**src/rtl/assert_logger_pkg.sv**
```systemverilog
// Shared constants and record types for the assertion event logger.
package assert_logger_pkg;

    localparam int DEF_DEPTH = 4;
    localparam int DEF_TS_W  = 16;
    localparam int DEF_CNT_W = 8;

    // Widest timestamp a record can carry; TS_W must not exceed this.
    localparam int TS_MAX = DEF_TS_W;

    // One logged violation: the cycle at which the obligation was armed.
    typedef struct packed {
        logic [TS_MAX-1:0] ts;
    } ev_rec_t;

    // Obligation captured on a check request: the value O must match next cycle.
    typedef struct packed {
        logic    exp_o;
        ev_rec_t ev;
    } obligation_t;

endpackage

```
**src/rtl/assert_event_fifo.sv**
```systemverilog
// Violation log: DEPTH-entry FIFO with a valid/ready read side.
// Handshake: an entry leaves when out_valid && out_ready at a rising edge;
// out_data holds still while out_valid=1 and out_ready=0. A push on a full
// FIFO is taken only when a pop happens in the same cycle. There is no
// push-to-output bypass, so a push into an empty FIFO shows up next cycle.
module assert_event_fifo #(
    parameter int DEPTH = 4,
    parameter int W     = 16
) (
    input  logic         clk,
    input  logic         rst,
    input  logic         push,
    input  logic [W-1:0] push_data,
    output logic         out_valid,
    input  logic         out_ready,
    output logic [W-1:0] out_data,
    output logic         full
);

    localparam int AW = $clog2(DEPTH);

    logic [W-1:0] mem [DEPTH];
    // Pointers carry one extra wrap bit so full and empty can be told apart.
    logic [AW:0]  wptr;
    logic [AW:0]  rptr;
    logic         empty;
    logic         do_pop;
    logic         do_push;

    assign empty     = (wptr == rptr);
    assign full      = (wptr[AW] != rptr[AW]) && (wptr[AW-1:0] == rptr[AW-1:0]);
    assign out_valid = !empty;
    assign out_data  = empty ? '0 : mem[rptr[AW-1:0]];
    assign do_pop    = out_valid && out_ready;
    assign do_push   = push && (!full || do_pop);

    // Advance read/write pointers on accepted pops and pushes.
    always_ff @(posedge clk or posedge rst) begin
        if (rst) begin
            wptr <= '0;
            rptr <= '0;
        end else begin
            if (do_push) wptr <= wptr + 1'b1;
            if (do_pop)  rptr <= rptr + 1'b1;
        end
    end

    // Storage needs no reset: out_data is masked to zero while empty.
    always_ff @(posedge clk) begin
        if (do_push) mem[wptr[AW-1:0]] <= push_data;
    end

endmodule

```
**src/rtl/assert_event_logger.sv**
```systemverilog
// Checks the one-cycle property "on a qualified request, next-cycle O equals
// this-cycle I", stamps each violation with the request cycle, and logs it.
import assert_logger_pkg::*;

module assert_event_logger #(
    parameter int DEPTH = DEF_DEPTH,
    parameter int TS_W  = DEF_TS_W,
    parameter int CNT_W = DEF_CNT_W
) (
    input  logic             CLK,
    input  logic             ASYNCRESET,
    input  logic             I,
    input  logic             O,
    input  logic             other,
    input  logic             check_en,
    output logic             ev_valid,
    input  logic             ev_ready,
    output logic [TS_W-1:0]  ev_ts,
    output logic [CNT_W-1:0] fail_cnt,
    output logic             overflow,
    output logic             armed
);

    logic [TS_W-1:0] ts;
    obligation_t     ob;
    logic            violation;
    logic            pop;
    logic            full;

    // A pending obligation is checked regardless of check_en, so dropping
    // the enable never cancels it, and a fresh arm in the same cycle only
    // replaces the record after this cycle's comparison has been made.
    assign violation = armed && (O != ob.exp_o);
    assign pop       = ev_valid && ev_ready;

    // Free-running cycle timestamp, wraps naturally at 2^TS_W.
    always_ff @(posedge CLK or posedge ASYNCRESET) begin
        if (ASYNCRESET) ts <= '0;
        else            ts <= ts + TS_W'(1);
    end

    // Capture I and the current timestamp on a qualified check request.
    always_ff @(posedge CLK or posedge ASYNCRESET) begin
        if (ASYNCRESET) begin
            armed <= 1'b0;
            ob    <= '0;
        end else begin
            armed <= check_en && other;
            if (check_en && other) begin
                ob.exp_o <= I;
                ob.ev.ts <= TS_MAX'(ts);
            end
        end
    end

    // Saturating count of every violation, logged or dropped.
    always_ff @(posedge CLK or posedge ASYNCRESET) begin
        if (ASYNCRESET)                           fail_cnt <= '0;
        else if (violation && (fail_cnt != '1))   fail_cnt <= fail_cnt + CNT_W'(1);
    end

    // Sticky flag: a violation found the log full with no pop to make room.
    always_ff @(posedge CLK or posedge ASYNCRESET) begin
        if (ASYNCRESET)                        overflow <= 1'b0;
        else if (violation && full && !pop)    overflow <= 1'b1;
    end

    assert_event_fifo #(
        .DEPTH (DEPTH),
        .W     (TS_W)
    ) u_fifo (
        .clk       (CLK),
        .rst       (ASYNCRESET),
        .push      (violation),
        .push_data (ob.ev.ts[TS_W-1:0]),
        .out_valid (ev_valid),
        .out_ready (ev_ready),
        .out_data  (ev_ts),
        .full      (full)
    );

endmodule

```
**config.mk**
```make
export PLATFORM = sky130hd
export DESIGN_NAME = assert_event_logger
export DESIGN_NICKNAME = d
export VERILOG_FILES = /design/src/rtl/assert_logger_pkg.sv /design/src/rtl/assert_event_fifo.sv /design/src/rtl/assert_event_logger.sv
export SDC_FILE = /design/constraint.sdc
export NUM_CORES = 1
export LEC_CHECK = 0
export CAP_MARGIN = 10
export CORE_ASPECT_RATIO = 1.1
export CORE_MARGIN = 4
export CORE_UTILIZATION = 62
export CTS_CLUSTER_SIZE = 30
export DETAILED_ROUTE_END_ITERATION = 10
export PLACE_DENSITY_LB_ADDON = 0.25
export SLEW_MARGIN = 15
export SYNTH_ARGS = -nofsm -noshare
export SYNTH_HDL_FRONTEND = slang
export SYNTH_HIERARCHICAL = 1
export SYNTH_SLANG_ARGS = --single-unit
```
**constraint.sdc**
```tcl
create_clock -name CLK -period 4.3 [get_ports CLK]
set_input_delay 0.86 -clock CLK [delete_from_list [all_inputs] [get_ports CLK]]
set_output_delay 0.86 -clock CLK [all_outputs]
set_load 0.02 [all_outputs]
```
Word level (Yosys, flattened, before mapping)
Memories as Yosys holds them, arrays and structs flattened.
Cells that the tools add are included.
Operators by class
  reductions and logical operators: 12
  $mul: 0
  bitwise gates (word level): 0
  muxes and demuxes: 3
  order comparisons: 0
  equality and inequality tests: 5
  div/mod/pow operators: 0
  shift-type cells: 0
  $add $sub $neg: 4
Operator list (count)
  16-bit by 1-bit adder with 16-bit output (second input constant): 1
  16-bit 2-to-1 mux: 1
  8-bit by 1-bit adder with 8-bit output (second input constant): 1
  1-bit logical AND: 8
  8-bit != test (second input constant): 1
  3-bit by 1-bit adder with 3-bit output (second input constant): 2
  3-bit equality test: 1
  1-bit zero test: 3
  2-bit equality test: 1
  1-bit 2-to-1 mux: 2
  1-bit != test: 2
  1-bit logical OR: 1
Word-level totals
  memories: 1
  RAM bits: 64
  ROM bits: 0
  input port bits: 7
  bits in registers: 49
  latch bits: 0
  output and inout bits: 27
Memory list
  u_fifo.mem: depth 4, width 16, rd ports 1, clocked after Yosys merged registers in 0, wr ports 1, line assert_event_fifo.sv:22  | logic [W-1:0] mem [DEPTH];

Depth between registers and ports, before layout
Gate-level depths: netlist (run 1).
  depth in word-level cells: 7
  mapped depth: 7
  depth with buffers taken out: 5

Cells and area by module
The synthesis (run 1) kept the hierarchy.
Modules (own cells, without submodules)
  assert_event_fifo: seq. area each 2072.0 um^2, cells an instance 138, area each 2909.0 um^2, times used 1
  assert_event_logger: seq. area each 1076.0 um^2, cells an instance 137, area each 1794.2 um^2, times used 1

Worst setup path before layout (run 1)
Ideal clock, no wire load.
  kind: reg-to-output
  start point: register u_fifo.rptr[0]
  end point: output ev_ts[0]
  buffers on the path: 2
  slack: 2.012 ns
  stages on the path, launching flop included: 5
  arrival: 1.428 ns
  cell sequence: dfrtp_1 -> buf_6 -> buf_4 -> mux4_2 -> nor2b_1
Between the ends
  longest elaborated chain between the ends: 2
  elaborated cells on any way between the ends: 3
RTL lines
  start: declaration: line assert_event_fifo.sv:25  | logic [AW:0] rptr;
  start signal: assignment: line assert_event_fifo.sv:44  | if (do_pop) rptr <= rptr + 1'b1;
  memory read 4 x 16 bit / 3-bit equality test (equally long branches)
  16-bit 2-to-1 mux *: line assert_event_fifo.sv:33  | assign out_data = empty ? '0 : mem[rptr[AW-1:0]];
  end: declaration: line assert_event_logger.sv:18  | output logic [TS_W-1:0] ev_ts,
Mark *: on every way between the ends. The rest lies on a longest branch, timed or not.

Worst setup path after layout (run 1)
  start point: register u_fifo.rptr[0]
  end point: output ev_ts[8]
Same word-level chain as after synthesis.

==> results.sh, run 1 <==
export IMPL_drive_above_1_share_pct=23.51
export IMPL_powerDensity_mw_per_mm2=724.9
export IMPL_min_path_cells=1
export IMPL_ys_seq_elements=113
export IMPL_slew_headroom_pct=38.11
export IMPL_min_path_type="register to register"
export IMPL_crit_path_end_kind="primary output"
export IMPL_rsz0062_at_grt="false"
export IMPL_p_int_w=0.002890
export IMPL_post_cts_setup_buffer_count=0
export IMPL_final_cell_area_mm2=0.005748
export IMPL_netlist_instances=275
export IMPL_syn_area_per_cell_um2=17.10
export IMPL_stdcell_count=423
export IMPL_clock_sinks=113
export IMPL_place_area_mm2=0.005117
export IMPL_worst_r2r_endpoint="u_fifo/mem[0][14]"
export IMPL_fmax_mhz=274.3
export IMPL_report_power_total_w=0.004167
export IMPL_clkTransAtPathRegs_ns=0.06
export IMPL_worstSetupPathType="register to primary output"
export IMPL_finalSetupViolCount=0
export IMPL_grt_max_degree=25
export IMPL_grt_util_all_layers_pct=20.93
export IMPL_grt_pass1_vias=2601
export IMPL_outcome="complete, no violations"
export IMPL_cts_root_buffer="clkbuf_8"
export IMPL_die_area_mm2=0.009045
export IMPL_hold_start="ts[15]"
export IMPL_placed_cells=391
export IMPL_areaGrowthSynthToFinish_pct=22.21
export IMPL_cp_start_kind="register"
export IMPL_dieHeight_um=99.35
export IMPL_cap_violations=0
export IMPL_cts_resized=0
export IMPL_p_seq_share_pct=33.0
export IMPL_r2r_cells=3
export IMPL_drtIter0Drc=121
export IMPL_postCtsHoldBufs=0
export IMPL_worstPathArrival_ns=2.79
export IMPL_clock_path_buffers=2
export IMPL_reg2reg_slack_ns=1.99
export IMPL_hpwl_um=5013
export IMPL_grt_overflow=0
export IMPL_timing_final_crit_share_pct=84.78
export IMPL_grt_pass1_wl_um=14040
export IMPL_setup_tns_final_ns=0
export IMPL_final_common_cell="edfxtp_1"
export IMPL_worstMarginPinSlew_ns=0.9274
export IMPL_vdd_drop_max_mv=0.3382
export IMPL_viasPerCell=5.780
export IMPL_required_ns=3.44
export IMPL_insertion_delay_ns=0.51
export IMPL_cts_max_level=4
export IMPL_ios=34
export IMPL_switching_share_pct=30.63
export IMPL_r2r_start="u_fifo/rptr[0]"
export IMPL_syn_num_nets=289
export IMPL_floorplan_die_width_um=91.05
export IMPL_insertedDiodeCount=0
export IMPL_nets=337
export IMPL_synth_cell_area_mm2=0.004703
export IMPL_rows=33
export IMPL_hold_end="ts[15]"
export IMPL_fin_util_pct=77.34
export IMPL_finClkSkew_ns=0.008009
export IMPL_ant_nets=0
export IMPL_post_route_drc_count=0
export IMPL_io_buffers=33
export IMPL_initial_core_util_pct=63.28
export IMPL_core_area_mm2=0.007432
export IMPL_yosysSeqAreaShare_pct=66.93
export IMPL_period_needed_ns=3.645
export IMPL_wire_per_inst_um=20.09
export IMPL_p_clk_share_pct=35.6
export IMPL_antenna_found_initial=0
export IMPL_final_cell_mix="edfxtp_1, dfrtp_1, clkdlybuf4s50_1, mux2_2, xnor2_1"
export IMPL_crit_path_max_fanout=13
export IMPL_wl_um=8499
export IMPL_power_leakage_nw=2.227
export IMPL_gp_congestion=0.7797
export IMPL_p_comb_share_pct=31.5
export IMPL_vias=2445
export IMPL_first_pass_iters=5
export IMPL_yosys_warnings=6
export IMPL_ys_types=41
export IMPL_slew_violations=0
export IMPL_cts_buffers=17
export IMPL_final_hold_viol_count=0
export IMPL_p_sw_w=0.001276
export IMPL_cts_tree="done"
power by group through the flow:
stage               Combinational (W)  Sequential [W]  Clock [W]
global placement              0.00128         0.00138          0
finish                        0.00131         0.00137    0.00148
CTS                           0.00133         0.00137    0.00150
detailed placement            0.00130         0.00139          0
floorplan                    0.000831         0.00139          0
global route                  0.00140         0.00139    0.00156
Yosys cell counts, drive strengths merged:
| master | n | area, um^2 |
|---|---|---|
| mux2i | 1 | 10.01 |
| and2 | 1 | 6.260 |
| buf | 5 | 40.04 |
| nand3 | 11 | 67.57 |
| mux2 | 20 | 229.0 |
| o21ai | 2 | 10.01 |
| edfxtp | 64 | 1922 |
| or4 | 2 | 22.52 |
| nor2 | 4 | 15.01 |
| o21a | 1 | 7.510 |
| a21oi | 1 | 5.000 |
| xor2 | 8 | 107.6 |
| nand4 | 5 | 31.28 |
| dfrtp | 49 | 1226 |
| xnor2 | 17 | 148.9 |
| nor3 | 5 | 41.29 |
| o31ai | 1 | 12.51 |
| ha | 7 | 87.58 |
| clkbuf | 2 | 7.510 |
| inv | 10 | 37.54 |
| and3 | 5 | 31.28 |
| mux4 | 16 | 375.4 |
| a31oi | 1 | 6.260 |
| nand2 | 12 | 45.04 |
| a211oi | 1 | 7.510 |
| o311ai | 1 | 8.760 |
| and4 | 3 | 31.28 |
| nor4 | 1 | 21.27 |
| o41ai | 2 | 32.53 |
| a31o | 1 | 8.760 |
| nor2b | 16 | 100.1 |
per-layer routing:
| layer | up-vias | global-route usage, % | wire length (um) |
|---|---|---|---|
| met3 | 9 | 6.959 | 349 |
| li1 | 1127 | - | - |
| met5 | - | 0 | 0 |
| met4 | 0 | 6.961 | 93 |
| met1 | 1235 | 27.45 | 3775 |
| met2 | 74 | 33.47 | 4280 |
state kept, by name (all words and copies together), names as in the netlist:
register     cells
armed            1
fail_cnt         8
ob              17
overflow         1
ts              16
u_fifo/mem      64
u_fifo/rptr      3
u_fifo/wptr      3
final cells by class:
cell class	instances	area, um^2
inverters	10	37.54
well taps	87	108.9
multi-input cells	145	1470
clock buffers	18	417.9
repair buffers	36	352.8
fillers	412	1684
flip-flops and latches	113	3148
clock inverters	14	212.7
worst max-delay path, stage by stage, from the launching register on:
cell             delay, ns
dfrtp_1               0.63
buf_4                 0.37
mux4_2                0.55
nor2b_1               0.16
clkdlybuf4s50_1       0.57
worst max path at each step:
| stage | cells after the start | slack [ns] | to | start |
|---|---|---|---|---|
| after global placement | 4 | 1.21 | u_fifo/mem[0][7] | O |
| after detailed placement | 4 | 1.19 | u_fifo/mem[0][9] | O |
| after floorplan | 4 | 2.01 | ev_ts[0] | u_fifo/rptr[0] |
| after global routing | 4 | 0.52 | ev_ts[15] | u_fifo/rptr[0] |
| after CTS | 4 | 0.62 | ev_ts[8] | u_fifo/rptr[0] |
| final | 4 | 0.65 | ev_ts[8] | u_fifo/rptr[0] |
cells by family (layout without fill, tap and decap cells):
group           Yosys count  count (layout)  share of synthesized area, %
simple gates             65              65                         8.779
compound gates           11              11                         2.102
xor+xnor                 25              25                         5.453
buf+inv                  17              78                         1.809
mux                      37              37                         13.06
fa+ha+maj                 7               7                         1.862
flops                   113             113                         66.93
through the flow:
step                hold WS [ns]  setup slack (ns)
floorplan                 0.4417             2.012
global placement          0.4594             1.213
detailed placement        0.4694             1.189
CTS                       0.4771            0.6227
global route              0.4994            0.5176
finish                    0.4793            0.6546
Note: power is estimated with default switching activity, not from simulation.
==> run 2, diff against run 1 <==
--- a/config.mk
+++ b/config.mk
@@ -8,7 +8,7 @@
 export CAP_MARGIN = 10
 export CORE_ASPECT_RATIO = 1.1
 export CORE_MARGIN = 4
-export CORE_UTILIZATION = 62
+export CORE_UTILIZATION = 58
 export CTS_CLUSTER_SIZE = 30
 export DETAILED_ROUTE_END_ITERATION = 10
 export PLACE_DENSITY_LB_ADDON = 0.25
==> constraint.sdc (replaced) <==
create_clock -name CLK -period 3.8 [get_ports CLK]
set_input_delay 0.76 -clock CLK [delete_from_list [all_inputs] [get_ports CLK]]
set_output_delay 0.76 -clock CLK [all_outputs]
set_load 0.02 [all_outputs]
==> run 2 against run 1 <==
  * Clock skew is essentially flat
  * Register-to-register slack got worse by 0.31 ns
  * Clock-buffer cell count unchanged
  * First-iteration DRC count increased by 17%
  * Critical endpoint unchanged
==> results.sh, run 2 (synthesis results as in run 1) <==
export IMPL_outcome="complete, no violations"
export IMPL_post_cts_setup_buffer_count=0
export IMPL_cts_root_buffer="clkbuf_8"
export IMPL_setup_slack_ns=0.3112
export IMPL_crit_buf_inv=2
export IMPL_nets=342
export IMPL_fillers=474
export IMPL_worstMarginPinSlew_ns=0.8420
export IMPL_max_stage_delay_ns=0.61
export IMPL_critPathSlowestCell="dfrtp_1"
export IMPL_cts_tree="done"
export IMPL_wire_per_inst_um=19.03
export IMPL_clkTransAtPathRegs_ns=0.05
export IMPL_required_ns=3.04
export IMPL_p_sw_w=0.001443
export IMPL_drtIter0Drc=142
export IMPL_viasPerCell=5.517
export IMPL_gp_congestion=0.7834
export IMPL_power_leakage_nw=2.255
export IMPL_setup_tns_final_ns=0
export IMPL_grt_max_degree=25
export IMPL_p_seq_share_pct=33.0
export IMPL_period_needed_ns=3.489
export IMPL_final_hold_viol_count=0
export IMPL_grt_util_all_layers_pct=20.08
export IMPL_final_common_cell="edfxtp_1"
export IMPL_insertedDiodeCount=0
export IMPL_die_area_mm2=0.009615
export IMPL_wl_um=8543
export IMPL_p_clk_share_pct=35.3
export IMPL_finalSetupViolCount=0
export IMPL_fmax_mhz=286.6
export IMPL_finClkSkew_ns=0.008053
export IMPL_holdWs_ns=0.4835
export IMPL_switching_share_pct=30.54
export IMPL_multi_input_area_mm2=0.001470
export IMPL_core_area_mm2=0.007913
export IMPL_grt_overflow=0
export IMPL_powerDensity_mw_per_mm2=813.1
export IMPL_postCtsHoldBufs=0
export IMPL_hpwl_um=4920
export IMPL_crit_path_max_fanout=13
export IMPL_antenna_found_initial=0
export IMPL_worstSetupPathType="register to primary output"
export IMPL_timing_final_crit_share_pct=91.81
export IMPL_clock_sinks=113
export IMPL_first_pass_iters=4
export IMPL_grt_pass1_vias=2572
export IMPL_post_route_drc_count=0
export IMPL_min_path_type="register to register"
export IMPL_ios=34
export IMPL_rsz0062_at_grt="false"
export IMPL_cts_buffers=17
export IMPL_largest_reg_flops=64
export IMPL_insertion_delay_ns=0.50
export IMPL_seqCellArea_mm2=0.003148
export IMPL_crit_path_end_kind="primary output"
export IMPL_rows=34
export IMPL_areaGrowthSynthToFinish_pct=23.60
export IMPL_path_cells="buf_4 > mux4_2 > nor2b_1 > clkdlybuf4s50_1"
export IMPL_io_buffers=33
export IMPL_p_int_w=0.003283
export IMPL_vias=2477
export IMPL_vdd_drop_max_mv=0.4182
export IMPL_initial_core_util_pct=59.44
export IMPL_cts_resized=0
export IMPL_cts_max_level=4
export IMPL_cap_violations=0
export IMPL_drive_above_1_share_pct=24.63
export IMPL_critical_path_top_delay_family="buffers and inverters"
export IMPL_cp_start_kind="register"
export IMPL_dieHeight_um=102.4
export IMPL_clock_path_buffers=2
export IMPL_floorplan_die_width_um=93.86
export IMPL_grt_pass1_wl_um=13900
export IMPL_slew_violations=0
export IMPL_ant_nets=0
export IMPL_worstPathArrival_ns=2.73
export IMPL_slew_headroom_pct=43.52
export IMPL_preCtsSetupSlack_ns=0.8503
export IMPL_final_cell_mix="edfxtp_1, dfrtp_1, clkdlybuf4s50_1, mux2_2, xnor2_1"
export IMPL_p_comb_share_pct=31.7
==> run 2: final cells by class <==
type	instances	area share, %
sequential	113	54.15
multi-input combinational	145	25.29
clock buffer	18	7.189
timing repair buffer	41	6.715
clock inverter	14	3.681
tap	108	2.325
inverter	10	0.6457
==> run 2: routing by layer <==
metal / vias up / wire (um) / track usage [%] / share of wire, %
li1: 1145 / - / - / -
met1: 1270 / 3729 / 25.74 / 44
met2: 56 / 4432 / 33.10 / 52
met3: 6 / 303 / 6.112 / 3.5
met4: 0 / 77 / 6.667 / 0.90
met5: - / 0 / 0 / 0
==> run 2: power groups by stage <==
stage / Combinational, W / Clock (W) / Sequential, W
after global placement: 0.00147 / 0 / 0.00157
after global routing: 0.00160 / 0.00176 / 0.00158
after CTS: 0.00152 / 0.00169 / 0.00156
final: 0.00150 / 0.00167 / 0.00156
after floorplan: 0.000940 / 0 / 0.00157
after detailed placement: 0.00148 / 0 / 0.00157
==> run 2: through the flow <==
step | cell area (um^2) | utilization (%) | power, W | cells
floorplan | 4703 | - | 0.002512 | 275
global placement | 5181 | 65.48 | 0.003036 | 417
detailed placement | 5181 | 65.48 | 0.003056 | 417
CTS | 5813 | 73.47 | 0.004767 | 449
global route | 5813 | 73.47 | 0.004934 | 449
finish | 5813 | 73.47 | 0.004727 | 449
==> run 2: path summary, 6_finish.rpt <==
path / startpoint / to / slack, ns / cells past startpoint
max: u_fifo/rptr[0] / ev_ts[8] / 0.31 / 4
min: overflow / overflow / 0.48 / 1
max reg2reg: u_fifo/rptr[0] / u_fifo/mem[0][8] / 1.68 / 4
min reg2reg: overflow / overflow / 0.48 / 1
max in group asynchronous: ASYNCRESET / ob[15] / 2.38 / 3
min in group asynchronous: ASYNCRESET / u_fifo/wptr[2] / 0.53 / 2
